==> src/rtl/mem_addr_pkg.sv <==
// Shared types and constants for the memory-address selector and its vector-fetch sequencer.
package mem_addr_pkg;

    typedef enum logic [1:0] {
        IDLE  = 2'd0,
        ISSUE = 2'd1,
        WAIT  = 2'd2,
        DONE  = 2'd3
    } vec_state_e;

    localparam int unsigned SRC_REGA         = 0;
    localparam int unsigned SRC_PC           = 1;
    localparam int unsigned SRC_ALUOUT       = 2;
    localparam int unsigned VEC_BASE_DEFAULT = 253;

endpackage

==> src/rtl/mem_addr_sel_if.sv <==
// Bus bundle between the datapath controller (master) and the address selector (slave).
interface mem_addr_sel_if #(
    parameter int unsigned ADDR_W  = 32,
    parameter int unsigned NUM_SRC = 3,
    parameter int unsigned SEL_W   = 3
);
    logic [SEL_W-1:0]          sel;
    logic [NUM_SRC*ADDR_W-1:0] src_data;
    logic                      addr_we;
    logic                      vec_start;
    logic [1:0]                vec_cause;
    logic [7:0]                mem_rdata;
    logic [ADDR_W-1:0]         mem_addr;
    logic                      vec_busy;
    logic                      vec_done;
    logic [ADDR_W-1:0]         vec_handler;
    logic                      sel_err;
    logic                      addr_misalign;

    modport master (
        output sel, src_data, addr_we, vec_start, vec_cause, mem_rdata,
        input  mem_addr, vec_busy, vec_done, vec_handler, sel_err, addr_misalign
    );

    modport slave (
        input  sel, src_data, addr_we, vec_start, vec_cause, mem_rdata,
        output mem_addr, vec_busy, vec_done, vec_handler, sel_err, addr_misalign
    );
endinterface

==> src/rtl/mem_addr_sel_vec_fetch_fsm.sv <==
// Exception-vector fetch sequencer: issues byte reads, waits MEM_LAT cycles per byte,
// and assembles the little-endian handler address.
module vec_fetch_fsm
    import mem_addr_pkg::*;
#(
    parameter int unsigned ADDR_W    = 32,
    parameter int unsigned NUM_CAUSE = 3,
    parameter int unsigned VEC_BYTES = 1,
    parameter int unsigned MEM_LAT   = 1
) (
    input  logic              clk,
    input  logic              reset,
    input  logic              vec_start,
    input  logic [1:0]        vec_cause,
    input  logic [7:0]        mem_rdata,
    output logic              start_ok_c,
    output logic              cause_err_c,
    output logic              addr_inc_c,
    output logic              idle_c,
    output logic              vec_busy,
    output logic              vec_done,
    output logic [ADDR_W-1:0] vec_handler
);

    localparam int unsigned BCNT_W = (VEC_BYTES > 1) ? $clog2(VEC_BYTES) : 1;
    localparam int unsigned WCNT_W = (MEM_LAT > 1) ? $clog2(MEM_LAT) : 1;

    vec_state_e        state_q, state_n;
    logic [WCNT_W-1:0] wcnt_q, wcnt_n;
    logic [BCNT_W-1:0] bcnt_q, bcnt_n;
    logic [ADDR_W-1:0] asm_q, asm_n;

    assign idle_c = (state_q == IDLE);

    // Next-state, counters and assembly register.
    always_comb begin
        state_n     = state_q;
        wcnt_n      = wcnt_q;
        bcnt_n      = bcnt_q;
        asm_n       = asm_q;
        start_ok_c  = 1'b0;
        cause_err_c = 1'b0;
        addr_inc_c  = 1'b0;
        case (state_q)
            IDLE: begin
                if (vec_start) begin
                    if (32'(vec_cause) < NUM_CAUSE) begin
                        start_ok_c = 1'b1;
                        state_n    = ISSUE;
                        bcnt_n     = '0;
                        asm_n      = '0;
                    end else begin
                        cause_err_c = 1'b1;
                    end
                end
            end
            ISSUE: begin
                state_n = WAIT;
                wcnt_n  = WCNT_W'(MEM_LAT - 1);
            end
            WAIT: begin
                if (wcnt_q != '0) begin
                    wcnt_n = wcnt_q - 1'b1;
                end else begin
                    asm_n[32'(bcnt_q)*8 +: 8] = mem_rdata;
                    if (bcnt_q == BCNT_W'(VEC_BYTES - 1)) begin
                        state_n = DONE;
                    end else begin
                        bcnt_n     = bcnt_q + 1'b1;
                        addr_inc_c = 1'b1;
                        state_n    = ISSUE;
                    end
                end
            end
            DONE:    state_n = IDLE;
            default: state_n = IDLE;
        endcase
    end

    // State and registered status outputs, derived from the upcoming state.
    always_ff @(posedge clk or negedge reset) begin
        if (!reset) begin
            state_q     <= IDLE;
            wcnt_q      <= '0;
            bcnt_q      <= '0;
            asm_q       <= '0;
            vec_busy    <= 1'b0;
            vec_done    <= 1'b0;
            vec_handler <= '0;
        end else begin
            state_q  <= state_n;
            wcnt_q   <= wcnt_n;
            bcnt_q   <= bcnt_n;
            asm_q    <= asm_n;
            vec_busy <= (state_n == ISSUE) || (state_n == WAIT);
            vec_done <= (state_n == DONE);
            if ((state_q == WAIT) && (state_n == DONE)) begin
                vec_handler <= asm_n;
            end
        end
    end

endmodule

==> src/rtl/mem_addr_sel.sv <==
// Registered memory-address selector with built-in exception-vector fetch.
// Optional feature macro: MEM_ADDR_MISALIGN_EN (registered misalignment flag on normal loads).
module mem_addr_sel
    import mem_addr_pkg::*;
#(
    parameter int unsigned ADDR_W    = 32,
    parameter int unsigned NUM_SRC   = 3,
    parameter int unsigned SEL_W     = 3,
    parameter int unsigned VEC_BASE  = VEC_BASE_DEFAULT,
    parameter int unsigned NUM_CAUSE = 3,
    parameter int unsigned VEC_BYTES = 1,
    parameter int unsigned MEM_LAT   = 1
) (
    input  logic           clk,
    input  logic           reset,
    mem_addr_sel_if.slave  bus
);

    logic              start_ok_c, cause_err_c, addr_inc_c, idle_c;
    logic              load_ok_c, sel_ok_c;
    logic [ADDR_W-1:0] sel_addr_c, vec_addr_c;
    logic [ADDR_W-1:0] mem_addr_q, mem_addr_n;
    logic              sel_err_q, sel_err_n;

    vec_fetch_fsm #(
        .ADDR_W    (ADDR_W),
        .NUM_CAUSE (NUM_CAUSE),
        .VEC_BYTES (VEC_BYTES),
        .MEM_LAT   (MEM_LAT)
    ) u_fsm (
        .clk         (clk),
        .reset       (reset),
        .vec_start   (bus.vec_start),
        .vec_cause   (bus.vec_cause),
        .mem_rdata   (bus.mem_rdata),
        .start_ok_c  (start_ok_c),
        .cause_err_c (cause_err_c),
        .addr_inc_c  (addr_inc_c),
        .idle_c      (idle_c),
        .vec_busy    (bus.vec_busy),
        .vec_done    (bus.vec_done),
        .vec_handler (bus.vec_handler)
    );

    // Source mux; out-of-range selects leave sel_ok_c low.
    always_comb begin
        sel_addr_c = '0;
        sel_ok_c   = 1'b0;
        for (int unsigned i = 0; i < NUM_SRC; i++) begin
            if (32'(bus.sel) == i) begin
                sel_addr_c = bus.src_data[i*ADDR_W +: ADDR_W];
                sel_ok_c   = 1'b1;
            end
        end
    end

    assign vec_addr_c = ADDR_W'(VEC_BASE + 32'(bus.vec_cause) * VEC_BYTES);

    // The sequencer owns the address while running; a vec_start request always drops a same-cycle load.
    always_comb begin
        mem_addr_n = mem_addr_q;
        sel_err_n  = cause_err_c;
        load_ok_c  = 1'b0;
        if (start_ok_c) begin
            mem_addr_n = vec_addr_c;
        end else if (addr_inc_c) begin
            mem_addr_n = mem_addr_q + ADDR_W'(1);
        end else if (idle_c && bus.addr_we && !bus.vec_start) begin
            if (sel_ok_c) begin
                mem_addr_n = sel_addr_c;
                load_ok_c  = 1'b1;
            end else begin
                sel_err_n = 1'b1;
            end
        end
    end

    always_ff @(posedge clk or negedge reset) begin
        if (!reset) begin
            mem_addr_q <= '0;
            sel_err_q  <= 1'b0;
        end else begin
            mem_addr_q <= mem_addr_n;
            sel_err_q  <= sel_err_n;
        end
    end

    assign bus.mem_addr = mem_addr_q;
    assign bus.sel_err  = sel_err_q;

`ifdef MEM_ADDR_MISALIGN_EN
    logic misalign_q;

    // Tracks word alignment of the last normal load; a vector fetch clears it.
    always_ff @(posedge clk or negedge reset) begin
        if (!reset) begin
            misalign_q <= 1'b0;
        end else if (load_ok_c) begin
            misalign_q <= (sel_addr_c[1:0] != 2'b00);
        end else if (start_ok_c) begin
            misalign_q <= 1'b0;
        end
    end

    assign bus.addr_misalign = misalign_q;
`else
    assign bus.addr_misalign = 1'b0;
`endif

endmodule
==> src/flat_wrapper.sv <==
// flat-port wrapper written by rule: the top's interface ports become plain ports
module mem_addr_sel_flat import mem_addr_pkg::*;
#(
    parameter int unsigned ADDR_W    = 32,
    parameter int unsigned NUM_SRC   = 3,
    parameter int unsigned SEL_W     = 3,
    parameter int unsigned VEC_BASE  = VEC_BASE_DEFAULT,
    parameter int unsigned NUM_CAUSE = 3,
    parameter int unsigned VEC_BYTES = 1,
    parameter int unsigned MEM_LAT   = 1
)
  (clk, reset, bus_sel, bus_src_data, bus_addr_we, bus_vec_start, bus_vec_cause, bus_mem_rdata, bus_mem_addr, bus_vec_busy, bus_vec_done, bus_vec_handler, bus_sel_err, bus_addr_misalign);
  mem_addr_sel_if #(.ADDR_W(ADDR_W), .NUM_SRC(NUM_SRC), .SEL_W(SEL_W)) bus_i ();
  input  logic clk;
  input  logic reset;
  input wire logic [$bits(bus_i.sel)-1:0] bus_sel;
  input wire logic [$bits(bus_i.src_data)-1:0] bus_src_data;
  input wire logic [$bits(bus_i.addr_we)-1:0] bus_addr_we;
  input wire logic [$bits(bus_i.vec_start)-1:0] bus_vec_start;
  input wire logic [$bits(bus_i.vec_cause)-1:0] bus_vec_cause;
  input wire logic [$bits(bus_i.mem_rdata)-1:0] bus_mem_rdata;
  output wire logic [$bits(bus_i.mem_addr)-1:0] bus_mem_addr;
  output wire logic [$bits(bus_i.vec_busy)-1:0] bus_vec_busy;
  output wire logic [$bits(bus_i.vec_done)-1:0] bus_vec_done;
  output wire logic [$bits(bus_i.vec_handler)-1:0] bus_vec_handler;
  output wire logic [$bits(bus_i.sel_err)-1:0] bus_sel_err;
  output wire logic [$bits(bus_i.addr_misalign)-1:0] bus_addr_misalign;
  assign bus_i.sel = bus_sel;
  assign bus_i.src_data = bus_src_data;
  assign bus_i.addr_we = bus_addr_we;
  assign bus_i.vec_start = bus_vec_start;
  assign bus_i.vec_cause = bus_vec_cause;
  assign bus_i.mem_rdata = bus_mem_rdata;
  assign bus_mem_addr = bus_i.mem_addr;
  assign bus_vec_busy = bus_i.vec_busy;
  assign bus_vec_done = bus_i.vec_done;
  assign bus_vec_handler = bus_i.vec_handler;
  assign bus_sel_err = bus_i.sel_err;
  assign bus_addr_misalign = bus_i.addr_misalign;
  mem_addr_sel #(.ADDR_W(ADDR_W), .NUM_SRC(NUM_SRC), .SEL_W(SEL_W), .VEC_BASE(VEC_BASE), .NUM_CAUSE(NUM_CAUSE), .VEC_BYTES(VEC_BYTES), .MEM_LAT(MEM_LAT)) u_core (.clk(clk), .reset(reset), .bus(bus_i));
endmodule
==> config.mk <==
export PLATFORM = sky130hd
export DESIGN_NAME = mem_addr_sel_flat
export DESIGN_NICKNAME = d
export VERILOG_FILES = /design/src/rtl/mem_addr_pkg.sv /design/src/rtl/mem_addr_sel_if.sv /design/src/rtl/mem_addr_sel_vec_fetch_fsm.sv /design/src/rtl/mem_addr_sel.sv /design/src/flat_wrapper.sv
export SDC_FILE = /design/constraint.sdc
export NUM_CORES = 1
export LEC_CHECK = 0
export ABC_AREA = 1
export BUFFER_PORTS_ARGS = -buffer_cell sky130_fd_sc_hd__buf_2
export CORE_MARGIN = 10
export CORE_UTILIZATION = 49
export CTS_BUF_LIST = sky130_fd_sc_hd__clkbuf_16
export DETAILED_ROUTE_END_ITERATION = 8
export GPL_TIMING_DRIVEN = 0
export PLACE_DENSITY = 0.77
export REMOVE_ABC_BUFFERS = 1
export SLEW_MARGIN = 40
export SYNTH_ARGS = -nofsm -noshare
export SYNTH_HDL_FRONTEND = slang
export SYNTH_HIERARCHICAL = 1
export SYNTH_SLANG_ARGS = --single-unit
==> constraint.sdc <==
create_clock -name clk -period 4.75 [get_ports clk]
set_input_delay 0.95 -clock clk [delete_from_list [all_inputs] [get_ports clk]]
set_output_delay 0.95 -clock clk [all_outputs]
set_load 0.01 [all_outputs]
==> impl_metrics.csv <==
group,metric,value,unit
sta,drv_slew,0,
power_and_ir_drop,p_int,1863,uW
place,pre_cts_slack,1.987,ns
critical_path,critical_path_buf_inv_count,3,
critical_path,startpoint_type,"input pin",
global_routing,grt_pass1_vias,5459,
layout,drive_above_1_share,0.2530,
layout,diodes,0,
floorplan,ioPinCount,181,
drt,drt-total-wl,16500,microns
global_routing,overflow,0,
floorplan,num_rows,40,
synth,synth_common_cells,"383 x nand2_1, 101 x dfrtp_1, 83 x nor2_1, 58 x inv_1, 51 x nand3_1",
power_and_ir_drop,irDropWorstVdd,593.6,uV
sta,period_minus_slack,2.410,ns
place,hpwlAfterDp,12360,microns
cts,cts_setup_buffers,0,
drt,drtIter0Drc,342,
synth,netlist.area_leader.share,0.4228,
synth,syn_inst,838,
cts,cts_resized,0,
floorplan,dieArea,17020,sq um
power_and_ir_drop,power_density,438.6,nW/um^2
sta,relSlewSlack,0.5763,
critical_path,crit_type,"input pin to flop",
cts,clock_sinks,101,
hold_path,hold_path.class,"input pin to asynchronous set/reset pin",
floorplan,die_h,130.5,microns
layout,fill_cells,1163,
drt,ant_nets,0,
synth,synth_top_family_by_area,"simple AND/OR/NAND/NOR gates",
critical_path,cp_top_family,"simple AND/OR/NAND/NOR gates",
synth,ys_seq_area_frac,0.4228,
synth,synth_area_leaders,"dfrtp_1 42%, nand2_1 24%, nor2_1 5.2%",
synth,synth_fa_ha_area_frac,0.01256,
drt,via_count,5675,
synth,synth_warnings,6,
power_and_ir_drop,p_leak,0.003957,uW
synth,syn-mean-instance-area,7.134,sq um
floorplan,fp.dieW,130.5,microns
sta,skew,0.003389,ns
synth,yosysMostFrequentCell,"nand2_1",
synth,synth_compound_area_frac,0.06425,
drt,drc,0,
global_routing,grt_max_degree,75,
critical_path,arrival,2.64,ns
synth,synth_edf_count,0,
flow_run,cap_violations,0,
cts,cts.clk_slew.worst_paths,0.08,ns
global_routing,grt_usage,0.1939,
drt,dr.pass1.iters,4,
synth,synth_xor_area_frac,0.01172,
synth,syn-cell-area,5978,sq um
power_and_ir_drop,switching_power,1303,uW
critical_path,path_cells,"buf_2, nand2_1, nand2_2, inv_1, nor2_4, nand2_2, nand2_4, inv_2, and2_1, nand2_1, nand2_1",
floorplan,start_util,0.4998,
synth,synth_seq_cells,101,
power_and_ir_drop,seqPwrFrac,0.393,
sta,tns,0,ns
critical_path,crit_path_top_delay_cell,"nand2_4",
synth,ys_async_sr_fraction,1.000,
drt,vias_per_cell,4.930,
place,port_buffers,179,
global_routing,grt_antenna_before_repair,0,
sta,setup-violations-final,0,
place,place_congestion,0.9360,
critical_path,end_kind,"flop",
sta,worstMarginPinSlew,0.6355,ns
power_and_ir_drop,p_sw_frac,0.4116,
floorplan,core_area,11960,sq um
global_routing,grt_pass1_wl,26790,microns
sta,hold_violations,0,
cts,cts_max_level,3,
cts,ctsHoldBuffers,0,
cts,cts_tree,"done",
sta,setup_ws,2.340,ns
synth,ys.flop_type,"dfrtp_1",
cts,cts_buffer_depth,2,
layout,final_nets,1118,
sta,rsz0062_at_grt,"false",
critical_path,cp.required,4.98,ns
power_and_ir_drop,pwr-share-comb,0.358,
cts,cts_inserted_buffers,9,
synth,synth_cell_type_count,39,
outcome,status,"completed",
sta,max_freq,414.9,MHz
cts,clk_latency,0.35,ns
drt,wl_per_cell,14.34,microns
layout,syn_to_final_growth,20.72,%
synth,synth_top_area_cell,"dfrtp_1",
critical_path,critPathMostFrequentCell,"nand2_1",
synth,synthMuxAreaShare,0,
power_and_ir_drop,p_clk_frac,0.249,
critical_path,critPathMaxFanout,15,
synth,yosys.area_share.simple,0.4054,
cts,cts_root_buffer,"clkbuf_16",
sta,fin_crit_sh,0.5074,
critical_path,max_stage_delay,0.25,ns
-- final timing paths --
path	to	cells after the start	start	slack [ns]
min reg2reg	u_core/u_fsm/asm_q[23]	2	u_core/u_fsm/asm_q[23]	0.47
max in group asynchronous	u_core/bus.mem_addr[17]	2	reset	3.67
min in group clk	u_core/u_fsm/asm_q[23]	2	u_core/u_fsm/asm_q[23]	0.47
max reg2reg	u_core/bus.mem_addr[12]	13	u_core/u_fsm/state_q[1]	2.38
max	u_core/bus.mem_addr[12]	11	bus_vec_cause[0]	2.34
min	u_core/bus.mem_addr[10]	1	reset	0.45
-- worst register-to-register path, cell delays in order (launching register included) --
cell and delay (ns):
dfrtp_1 0.37, inv_1 0.07, ha_1 0.23, nand2_2 0.10, clkinv_2 0.08, nand2_2 0.16, inv_1 0.14, nor2_4 0.16
nand2_2 0.21, nand2_4 0.25, inv_2 0.17, and2_1 0.20, nand2_1 0.06, nand2_1 0.05
-- logic make-up (layout without fill, tap and decap cells) --
group,Yosys count,count (layout)
AND/OR/NAND/NOR,567,567
flip-flops,101,101
buffers and inverters,96,262
AO/OA/AOI/OAI,58,58
XOR/XNOR,8,8
adder cells (fa/ha/maj),6,6
other,2,2
-- area by class of cell --
cell class | count | area [sq um] | share of cell area
clock buffers | 9 | 225.2 | 0.03121
clock inverters | 7 | 102.6 | 0.01422
inverters | 63 | 242.7 | 0.03363
multi-input cells | 641 | 2968 | 0.4112
flip-flops and latches | 101 | 2527 | 0.3502
well taps | 147 | 183.9 | 0.02549
repair buffers | 183 | 967.2 | 0.1340
-- flip-flops by register name (all words and copies together), names as in the netlist --
| name | flops |
|---|---|
| u_core/bus.sel_err | 1 |
| u_core/u_fsm/vec_busy | 1 |
| u_core/u_fsm/asm_q | 32 |
| u_core/u_fsm/vec_handler | 32 |
| u_core/u_fsm/state_q | 2 |
| u_core/u_fsm/vec_done | 1 |
| u_core/bus.mem_addr | 32 |
-- stage by stage --
step	std cells	hold slack, ns	area, sq um	utilization	total power (uW)
after floorplan	805	0.4258	5728	-	1947
after global placement	1131	0.4395	6808	0.5691	2362
after detailed placement	1135	0.4472	6889	0.5759	2390
after CTS	1151	0.4447	7217	0.6033	3188
after global routing	1151	0.4514	7217	0.6033	3423
final	1151	0.4469	7217	0.6033	3166
-- per-layer routing --
metal	GRT usage	wire, microns
met1	0.2366	7087
met3	0.04714	1270
met2	0.3338	7899
met4	0.05559	244
met5	0	0
-- power by group through the flow --
stage                     Clock [uW]  Combinational [uW]  Sequential [uW]
final                            789                1130             1240
after global routing             843                1300             1280
after CTS                        807                1140             1240
after detailed placement           0                1130             1260
after global placement             0                1110             1250
after floorplan                    0                 672             1270
-- cell usage in the layout (no fill, tap or decap), types with 3 or more instances in the layout --
master	instances
dfrtp_1	101
a21oi_1	6
nor2_2	4
nand2_4	11
o211ai_1	3
inv_1	58
o21ai_1	5
o21ai_2	19
and2_1	8
ha_1	6
nand4_1	12
xnor2_1	6
nand2_1	383
nor2_1	82
o21ai_0	20
buf_2	178
clkbuf_16	9
nand2_2	6
nor2_4	5
nand3_1	51
No activity file was read; power rests on OpenSTA's default activity.
